===== config.mk =====
export PLATFORM = sky130hd
export DESIGN_NAME = multi_chan_fetch_flat
export DESIGN_NICKNAME = d
export VERILOG_FILES = /design/src/rtl/multi_chan_fetch_if.sv /design/src/rtl/multi_chan_fetch.sv /design/src/flat_wrapper.sv
export SDC_FILE = /design/constraint.sdc
export NUM_CORES = 1
export LEC_CHECK = 0
export CORE_MARGIN = 5
export CORE_UTILIZATION = 55
export CTS_CLUSTER_DIAMETER = 200
export DETAILED_ROUTE_END_ITERATION = 7
export PLACE_DENSITY = 0.8
export SETUP_SLACK_MARGIN = 0.02
export SLEW_MARGIN = 25
export SYNTH_ARGS = -nofsm -noshare
export SYNTH_HDL_FRONTEND = slang
export SYNTH_SLANG_ARGS = --single-unit

===== constraint.sdc =====
create_clock -name clk -period 2.7 [get_ports clk]
set_input_delay 0.54 -clock clk [delete_from_list [all_inputs] [get_ports clk]]
set_output_delay 0.54 -clock clk [all_outputs]
set_load 0.02 [all_outputs]

===== src/rtl/multi_chan_fetch_if.sv =====
// Handshake bundle for multi_chan_fetch: memory-side fetch port plus per-channel output port.
// The master modport is the fetch block; slave is the surrounding memory/consumer side.
interface multi_chan_fetch_if #(
    parameter int unsigned DATA_W = 32,
    parameter int unsigned ADDR_W = 17,
    parameter int unsigned NUM_CH = 3
);
    logic [DATA_W-1:0] in_data;
    logic              in_rts;
    logic              in_rtr;
    logic [ADDR_W-1:0] mem_ptr;
    logic [DATA_W-1:0] out_data;
    logic [NUM_CH-1:0] out_rts;
    logic [NUM_CH-1:0] out_rtr;

    modport master (
        input  in_data, in_rts, out_rtr,
        output in_rtr, mem_ptr, out_data, out_rts
    );

    modport slave (
        output in_data, in_rts, out_rtr,
        input  in_rtr, mem_ptr, out_data, out_rts
    );
endinterface


===== src/rtl/multi_chan_fetch.sv =====
// Frame fetch unit: streams FRAME_WORDS words from memory through a small FIFO and
// deals them round-robin to NUM_CH channels, with restart-on-enable and frame_done status.
module multi_chan_fetch #(
    parameter int unsigned DATA_W      = 32,
    parameter int unsigned ADDR_W      = 17,
    parameter int unsigned NUM_CH      = 3,
    parameter int unsigned FIFO_DEPTH  = 4,
    parameter int unsigned FRAME_WORDS = 76800
) (
    input  logic                 clk,
    input  logic                 rst_,
    input  logic                 en,
    multi_chan_fetch_if.master   bus,
    output logic                 busy,
    output logic                 frame_done
);
    localparam int unsigned PTR_W = $clog2(FIFO_DEPTH);
    localparam int unsigned CNT_W = PTR_W + 1;
    localparam int unsigned CH_W  = (NUM_CH > 1) ? $clog2(NUM_CH) : 1;

    localparam logic [ADDR_W-1:0] LAST_PTR = ADDR_W'(FRAME_WORDS - 1);
    localparam logic [CNT_W-1:0]  FULL_CNT = CNT_W'(FIFO_DEPTH);
    localparam logic [CH_W-1:0]   LAST_CH  = CH_W'(NUM_CH - 1);

    typedef enum logic [1:0] {
        IDLE  = 2'd0,
        FETCH = 2'd1,
        DRAIN = 2'd2
    } state_t;

    state_t            state_q, state_d;
    logic [ADDR_W-1:0] mem_ptr_q, mem_ptr_d;
    logic [PTR_W-1:0]  wr_ptr_q, wr_ptr_d;
    logic [PTR_W-1:0]  rd_ptr_q, rd_ptr_d;
    logic [CNT_W-1:0]  count_q, count_d;
    logic [CH_W-1:0]   ch_sel_q, ch_sel_d;
    logic              busy_q, busy_d;
    logic              frame_done_q, frame_done_d;
    logic              wr_en;
    logic [DATA_W-1:0] fifo_q [FIFO_DEPTH];

    logic              full, empty, push, pop;
    logic              in_rtr_c;
    logic [NUM_CH-1:0] out_rts_c;

    // Ready/valid are decoded from registered state only, so no in->out combinational path.
    assign full      = (count_q == FULL_CNT);
    assign empty     = (count_q == '0);
    assign in_rtr_c  = (state_q == FETCH) && !full;
    assign out_rts_c = empty ? '0 : (NUM_CH'(1) << ch_sel_q);
    assign push      = bus.in_rts & in_rtr_c;
    assign pop       = |(out_rts_c & bus.out_rtr);

    assign bus.in_rtr   = in_rtr_c;
    assign bus.out_rts  = out_rts_c;
    assign bus.mem_ptr  = mem_ptr_q;
    assign bus.out_data = fifo_q[rd_ptr_q];
    assign busy         = busy_q;
    assign frame_done   = frame_done_q;

    always_comb begin
        state_d      = state_q;
        mem_ptr_d    = mem_ptr_q;
        wr_ptr_d     = wr_ptr_q;
        rd_ptr_d     = rd_ptr_q;
        count_d      = count_q;
        ch_sel_d     = ch_sel_q;
        frame_done_d = 1'b0;
        wr_en        = 1'b0;

        if (en) begin
            // Start or restart: anything transferred this cycle is discarded.
            state_d   = FETCH;
            mem_ptr_d = '0;
            wr_ptr_d  = '0;
            rd_ptr_d  = '0;
            count_d   = '0;
            ch_sel_d  = '0;
        end else begin
            if (push) begin
                wr_en    = 1'b1;
                wr_ptr_d = wr_ptr_q + PTR_W'(1);
                if (mem_ptr_q == LAST_PTR) begin
                    mem_ptr_d = '0;
                    state_d   = DRAIN;
                end else begin
                    mem_ptr_d = mem_ptr_q + ADDR_W'(1);
                end
            end

            if (pop) begin
                rd_ptr_d = rd_ptr_q + PTR_W'(1);
                ch_sel_d = (ch_sel_q == LAST_CH) ? '0 : ch_sel_q + CH_W'(1);
            end

            case ({push, pop})
                2'b10:   count_d = count_q + CNT_W'(1);
                2'b01:   count_d = count_q - CNT_W'(1);
                default: count_d = count_q;
            endcase

            if ((state_q == DRAIN) && pop && (count_q == CNT_W'(1))) begin
                state_d      = IDLE;
                ch_sel_d     = '0;
                frame_done_d = 1'b1;
            end
        end

        busy_d = (state_d != IDLE);
    end

    always_ff @(posedge clk or negedge rst_) begin
        if (!rst_) begin
            state_q      <= IDLE;
            mem_ptr_q    <= '0;
            wr_ptr_q     <= '0;
            rd_ptr_q     <= '0;
            count_q      <= '0;
            ch_sel_q     <= '0;
            busy_q       <= 1'b0;
            frame_done_q <= 1'b0;
        end else begin
            state_q      <= state_d;
            mem_ptr_q    <= mem_ptr_d;
            wr_ptr_q     <= wr_ptr_d;
            rd_ptr_q     <= rd_ptr_d;
            count_q      <= count_d;
            ch_sel_q     <= ch_sel_d;
            busy_q       <= busy_d;
            frame_done_q <= frame_done_d;
        end
    end

    always_ff @(posedge clk or negedge rst_) begin
        if (!rst_) begin
            for (int i = 0; i < int'(FIFO_DEPTH); i++) fifo_q[i] <= '0;
        end else if (wr_en) begin
            fifo_q[wr_ptr_q] <= bus.in_data;
        end
    end
endmodule


===== src/flat_wrapper.sv =====
// flat-port wrapper written by rule: the top's interface ports become plain ports
module multi_chan_fetch_flat 
#(
    parameter int unsigned DATA_W      = 32,
    parameter int unsigned ADDR_W      = 17,
    parameter int unsigned NUM_CH      = 3,
    parameter int unsigned FIFO_DEPTH  = 4,
    parameter int unsigned FRAME_WORDS = 76800
)
  (clk, rst_, en, busy, frame_done, bus_in_data, bus_in_rts, bus_out_rtr, bus_in_rtr, bus_mem_ptr, bus_out_data, bus_out_rts);
  multi_chan_fetch_if #(.DATA_W(DATA_W), .ADDR_W(ADDR_W), .NUM_CH(NUM_CH)) bus_i ();
  input  logic clk;
  input  logic rst_;
  input  logic en;
  output logic busy;
  output logic frame_done;
  input wire logic [$bits(bus_i.in_data)-1:0] bus_in_data;
  input wire logic [$bits(bus_i.in_rts)-1:0] bus_in_rts;
  input wire logic [$bits(bus_i.out_rtr)-1:0] bus_out_rtr;
  output wire logic [$bits(bus_i.in_rtr)-1:0] bus_in_rtr;
  output wire logic [$bits(bus_i.mem_ptr)-1:0] bus_mem_ptr;
  output wire logic [$bits(bus_i.out_data)-1:0] bus_out_data;
  output wire logic [$bits(bus_i.out_rts)-1:0] bus_out_rts;
  assign bus_i.in_data = bus_in_data;
  assign bus_i.in_rts = bus_in_rts;
  assign bus_i.out_rtr = bus_out_rtr;
  assign bus_in_rtr = bus_i.in_rtr;
  assign bus_mem_ptr = bus_i.mem_ptr;
  assign bus_out_data = bus_i.out_data;
  assign bus_out_rts = bus_i.out_rts;
  multi_chan_fetch #(.DATA_W(DATA_W), .ADDR_W(ADDR_W), .NUM_CH(NUM_CH), .FIFO_DEPTH(FIFO_DEPTH), .FRAME_WORDS(FRAME_WORDS)) u_core (.clk(clk), .rst_(rst_), .en(en), .bus(bus_i), .busy(busy), .frame_done(frame_done));
endmodule

==> impl_metrics.toml, run 1 <==
[hold_path]
holdCritPathClass = "in2async"

[clock_tree]
cts-hold-fix-buffers = 0
clockBufferDepth = 2
worstSkewPairLatency_ps = 430
clock-sinks = 158
cts_buffers = 17
cts_root_buffer = "clkbuf_16"
path_clk_slew_ps = 60
cts-htree-levels = 4
cts_setup_buffers = 0
cts_tree = "yes"

[finish]
fillerInstances = 898
final_cell_area_sq_um = 9107
fin_nets = 654
n_antenna_cell = 0
final_cell_mix = "dfrtp_1 (157), mux2_2 (129), clkdlybuf4s50_1 (56)"
areaGrowthSynthToFinish_pct = 26.35
layout_commonest_cell = "dfrtp_1"
drive_gt1_share_pct = 35.86

[drt]
firstDrtPassIters = 4
antenna_left = 0
viasPerCell = 5.769
drt_iter0_markers = 315
wl_per_cell_um = 19.36
vias = 4563
wl_mm = 15.31
drc = 0

[power]
ir_drop_mv = 0.6915
finalPower_mw = 9.769
power_density_nw_per_um2 = 1073
power.leakage_nw = 4.051

[grt]
antenna_found_initial = 0
grt_max_degree = 61
grtUsageTotal_pct = 20.89
grt_pass1_wl_mm = 26.09
grt-ovfl-total = 0
grt_pass1_vias = 5040

[worst_setup_path]
critical_path_class = "reg2out"
setup.worst_path.start_class = "flop"
critPathCapture = "bus_out_rts[1]"
worstReg2RegStart = "u_core.bus.mem_ptr[0]"
cp_max_fo = 4
reg2reg_slack_ps = 290
required_ps = 2160
rr_worst_depth = 6
endpoint_kind = "output pin"
critical_path_arrival_ps = 1970
rr_endpoint = "u_core.bus.mem_ptr[7]"
crit_path_start = "u_core.count_q[0]"

[yosys]
yosysTopAreaCell = "dfrtp_1"
syn-instance-count = 501
yosys_warnings = 0
yosys-top-cells-area = "dfrtp_1 (55%), mux2_2 (20%), mux4_2 (10%), ha_1 (1.6%), nand2_1 (1.1%)"
syn_nets = 549
synth_area_sq_um = 7208
avgSynthCellArea_sq_um = 14.39
synth_seq_cells = 158
synth_top_area_share_pct = 54.85
ys_types = 49
synthFlopType = "dfrtp_1"
synth-edff-count = 0
synth-seq-area-share_pct = 54.85
synthArstFlopShare_pct = 100.0

[sta]
finClkSkew_ps = 9.663
hold_ws_ps = 68.73
period_minus_slack_ps = 2515
rsz0062_at_grt = "false"
maxSlewViolCount = 0
finalCritPeriodShare_pct = 93.15
fmaxAchievable_mhz = 397.6
worst_pin_slew_ps = 696.8
setup_viol = 0
tns_ps = 0
hold_viol_final = 0
max_slew_margin_pct = 53.38

[place]
gp_congestion = 0.8017
io_buffers = 93
postPlaceCellArea_sq_um = 8501
dp_hpwl_mm = 10.38

[floorplanning]
die_h_um = 124.5
dieArea_sq_um = 15500
rows = 41
ios = 94
die_x_um = 124.5
core_sq_um = 12720
start_util_pct = 56.66

[job]
cap_viol_max_count = 0

[status]
status = "completed"
logic make-up after synthesis:
group / synth area share [%]
buffers and inverters: 2.014
DFF: 54.85
and+or+nand+nor: 5.971
adders and majority gates: 1.701
AOI/OAI and AO/OA: 4.062
xor gates and xnor gates: 0.9721
muxes: 30.43
final cells by class:
cell class / instances / area, sq um / share of cell area [%]
repair buffers: 113 / 1162 / 12.76
multi-input cells: 305 / 3119 / 34.25
flip-flops and latches: 158 / 3955 / 43.43
inverters: 11 / 41.29 / 0.4534
clock buffers: 20 / 446.7 / 4.905
clock inverters: 12 / 167.7 / 1.841
well taps: 172 / 215.2 / 2.363
flip-flops by register name, indices dropped and copies added, names as in the netlist:
| signal | cells |
|---|---|
| u_core.bus.mem_ptr | 17 |
| u_core.busy | 1 |
| u_core.ch_sel_q | 2 |
| u_core.count_q | 3 |
| u_core.fifo_q | 128 |
| u_core.frame_done | 1 |
| u_core.rd_ptr_q | 2 |
| u_core.state_q | 2 |
| u_core.wr_ptr_q | 2 |
stage by stage:
stage,utilization (%),setup WS (ps),cells
3_5_place_dp,66.82,263.1,759
5_1_grt,71.59,54.28,791
3_3_place_gp,66.82,329.1,759
2_1_floorplan,-,348.2,501
4_1_cts,71.40,21.14,791
6_report,71.59,185.1,791
power by group:
group | switching (mW) | internal (mW) | leakage (nW)
Combinational | 1.57 | 1.98 | 1.75
Clock | 0.929 | 1.56 | 0.296
Sequential | 0.479 | 3.25 | 2.01
critical path, cell delays in order, from the launching register on:
cell and delay [ps]:
dfrtp_1 420, inv_1 90, ha_1 240, nand2b_1 100
nor2b_1 220, and2_1 150, dlygate4sd2_1 330
worst min-delay path by stage:
stage	start	to	slack, ps	cells past startpoint
final	rst_	u_core.fifo_q[70]	70	1
after global routing	rst_	u_core.fifo_q[42]	110	1
after CTS	rst_	u_core.fifo_q[102]	90	1
after detailed placement	u_core.fifo_q[1]	u_core.fifo_q[1]	490	1
after global placement	u_core.fifo_q[44]	u_core.fifo_q[44]	480	1
after floorplan	rst_	u_core.bus.mem_ptr[0]	240	0
cells in the mapped netlist, types with 4 or more instances:
cell	number
dfrtp_1	158
mux2_2	129
mux4_2	32
nand2_1	22
buf_1	15
nor2_1	15
inv_1	11
o21ai_0	11
clkbuf_1	10
nand3_1	10
ha_1	9
a21oi_1	8
or3_1	6
xnor2_1	6
and2_1	4
and3_1	4
routing by layer:
metal  share of wire, %  track usage (%)  wire length [um]  vias up
met2                 50            34.19              7695      114
met4                1.4            5.932               207        0
met3                4.6            5.789               698       19
met5                  0                0                 0        -
li1                   -                -                 -     2067
met1                 44            27.54              6709     2363
repair_timing:
item | 4_1_cts | 5_1_grt
setup endpoints to repair | 25 | 12
hold endpoints to repair | 0 | 0
gates cloned | 0 | 0
resized for setup | 25 | 13
Power figures use the tool's default switching activity.
==> run 2: changes to the inputs <==
--- a/config.mk
+++ b/config.mk
@@ -5,9 +5,9 @@
 export SDC_FILE = /design/constraint.sdc
 export NUM_CORES = 1
 export LEC_CHECK = 0
-export CORE_MARGIN = 5
+export CORE_MARGIN = 4
 export CORE_UTILIZATION = 55
-export CTS_CLUSTER_DIAMETER = 200
+export CTS_CLUSTER_DIAMETER = 30
 export DETAILED_ROUTE_END_ITERATION = 7
 export PLACE_DENSITY = 0.8
 export SETUP_SLACK_MARGIN = 0.02
==> run 2 against run 1 <==
Compared with the run above:
- die area down 3.2%
- register-to-register slack worse by 60 ps
- total power up 1.6%
- design area about the same
- critical path depth down 3
- clock power up 8%
- critical path type unchanged
- via count about the same
- final cell count down 0.51%
- maximum frequency down 3.7%
- critical endpoint is now bus_out_data[28]
- sequential cell count unchanged
- worst setup slack worse by 96 ps
- highest routed layer unchanged
==> impl_metrics.toml, run 2 (synthesis gave the netlist of run 1 again) <==
[sta]
finClkSkew_ps = 9.575
max_slew_margin_pct = 55.45
fmaxAchievable_mhz = 383.1
hold_ws_ps = 129.2
hold_viol_final = 0
setup_viol = 0
worst_pin_slew_ps = 665.7
period_minus_slack_ps = 2611
finalCritPeriodShare_pct = 96.69
maxSlewViolCount = 0
tns_ps = 0
rsz0062_at_grt = "false"

[worst_setup_path]
endpoint_kind = "output pin"
cp_max_fo = 10
setup.worst_path.start_class = "flop"
critical_path_arrival_ps = 2070
critical_path_class = "reg2out"
required_ps = 2160

[status]
status = "completed"

[grt]
grt_pass1_vias = 4946
antenna_found_initial = 0
grt-ovfl-total = 0
grt_pass1_wl_mm = 25.66
grt_max_degree = 68
grtUsageTotal_pct = 22.37

[floorplanning]
core_sq_um = 12720
dieArea_sq_um = 15000
die_h_um = 122.5
die_x_um = 122.5
rows = 41
start_util_pct = 56.66
ios = 94

[drt]
drt_iter0_markers = 257
drc = 0
wl_mm = 15.56
antenna_left = 0
wl_per_cell_um = 19.77
viasPerCell = 5.797
vias = 4562
firstDrtPassIters = 4

[finish]
layout_commonest_cell = "dfrtp_1"
final_cell_area_sq_um = 9105
fin_nets = 652
final_core_util_pct = 71.57
largest_register_ffs = 128
drive_gt1_share_pct = 35.12
areaGrowthSynthToFinish_pct = 26.31
final_cell_mix = "dfrtp_1 (156), mux2_2 (129), clkdlybuf4s50_1 (58)"
n_antenna_cell = 0
top_register = "u_core.fifo_q"

[clock_tree]
cts_tree = "yes"
clockBufferDepth = 2
cts_buffers = 17
worstSkewPairLatency_ps = 410
clock-sinks = 158
cts-htree-levels = 4
path_clk_slew_ps = 60
cts_root_buffer = "clkbuf_16"

[hold_path]
holdCritPathClass = "in2async"

[place]
postPlaceCellArea_sq_um = 8474
io_buffers = 93
gp_congestion = 0.8277
dp_hpwl_mm = 9.984

[power]
ir_drop_mv = 0.5862
power.leakage_nw = 3.990
power_density_nw_per_um2 = 1090

[job]
cap_viol_max_count = 0
==> run 2: changes by cell type in the layout (fill, tap and decap cells not counted), sizes merged <==
| cell | before | now |
|---|---|---|
| dlymetal6s2s | 11 | 2 |
| dlygate4sd2 | 24 | 32 |
| clkinv | 5 | 0 |
| clkbuf | 21 | 24 |
| clkinvlp | 3 | 0 |
| buf | 21 | 19 |
| bufinv | 4 | 6 |
| clkdlybuf4s50 | 56 | 58 |
==> run 2: final timing paths <==
| kind | from | endpoint | slack, ps | cells past startpoint |
|---|---|---|---|---|
| setup / recovery | u_core.rd_ptr_q[0] | bus_out_data[28] | 90 | 3 |
| hold / removal | rst_ | u_core.fifo_q[39] | 130 | 1 |
| setup reg to reg | u_core.count_q[0] | u_core.state_q[1] | 230 | 7 |
| hold reg to reg | u_core.fifo_q[104] | u_core.fifo_q[104] | 500 | 1 |
| max in group asynchronous | rst_ | u_core.fifo_q[97] | 1830 | 2 |
| min in group clk | u_core.fifo_q[104] | u_core.fifo_q[104] | 500 | 1 |
==> run 2: area by class of cell <==
cell class	instances	area, sq um
Clock buffer	24	481.7
Clock inverter	6	180.2
Fill cell	909	3617
Inverter	11	41.29
Multi-Input combinational cell	305	3119
Sequential cell	158	3956
Tap cell	172	215.2
Timing Repair Buffer	111	1111
==> run 2: through the flow <==
step / total power [mW] / std cells / setup slack, ps
2_1_floorplan: 6.052 / 501 / 348.2
6_report: 9.923 / 787 / 89.44
3_3_place_gp: 7.355 / 757 / 395.5
5_1_grt: 10.44 / 787 / 26.15
3_5_place_dp: 7.531 / 757 / 322.9
4_1_cts: 10.02 / 787 / 43.89
==> run 2: critical path: stages, from the launching register on <==
cell and delay [ps]:
dfrtp_2 390, buf_6 200, mux4_2 510, clkdlybuf4s50_1 550
==> run 2: layer usage <==
metal  wire length (um)  part of all wire [%]  global-route usage, %
met5                  0                     0                      0
met1               6682                    43                  28.76
met4                199                   1.3                  7.138
met2               7995                    51                  37.86
met3                682                   4.4                  5.253
==> run 2: timing repair <==
item                                    4_1_cts  5_1_grt
gates resized for setup                      33        2
buffers inserted                              0        0
endpoints found under the setup margin       36        2
hold buffers                                  0        0
==> run 2: where the power goes <==
group	switching [mW]	total [mW]	internal [mW]	leakage [nW]
sequential	0.488	3.74	3.25	2.00
combinational	1.57	3.50	1.93	1.66
clock	0.882	2.68	1.80	0.321
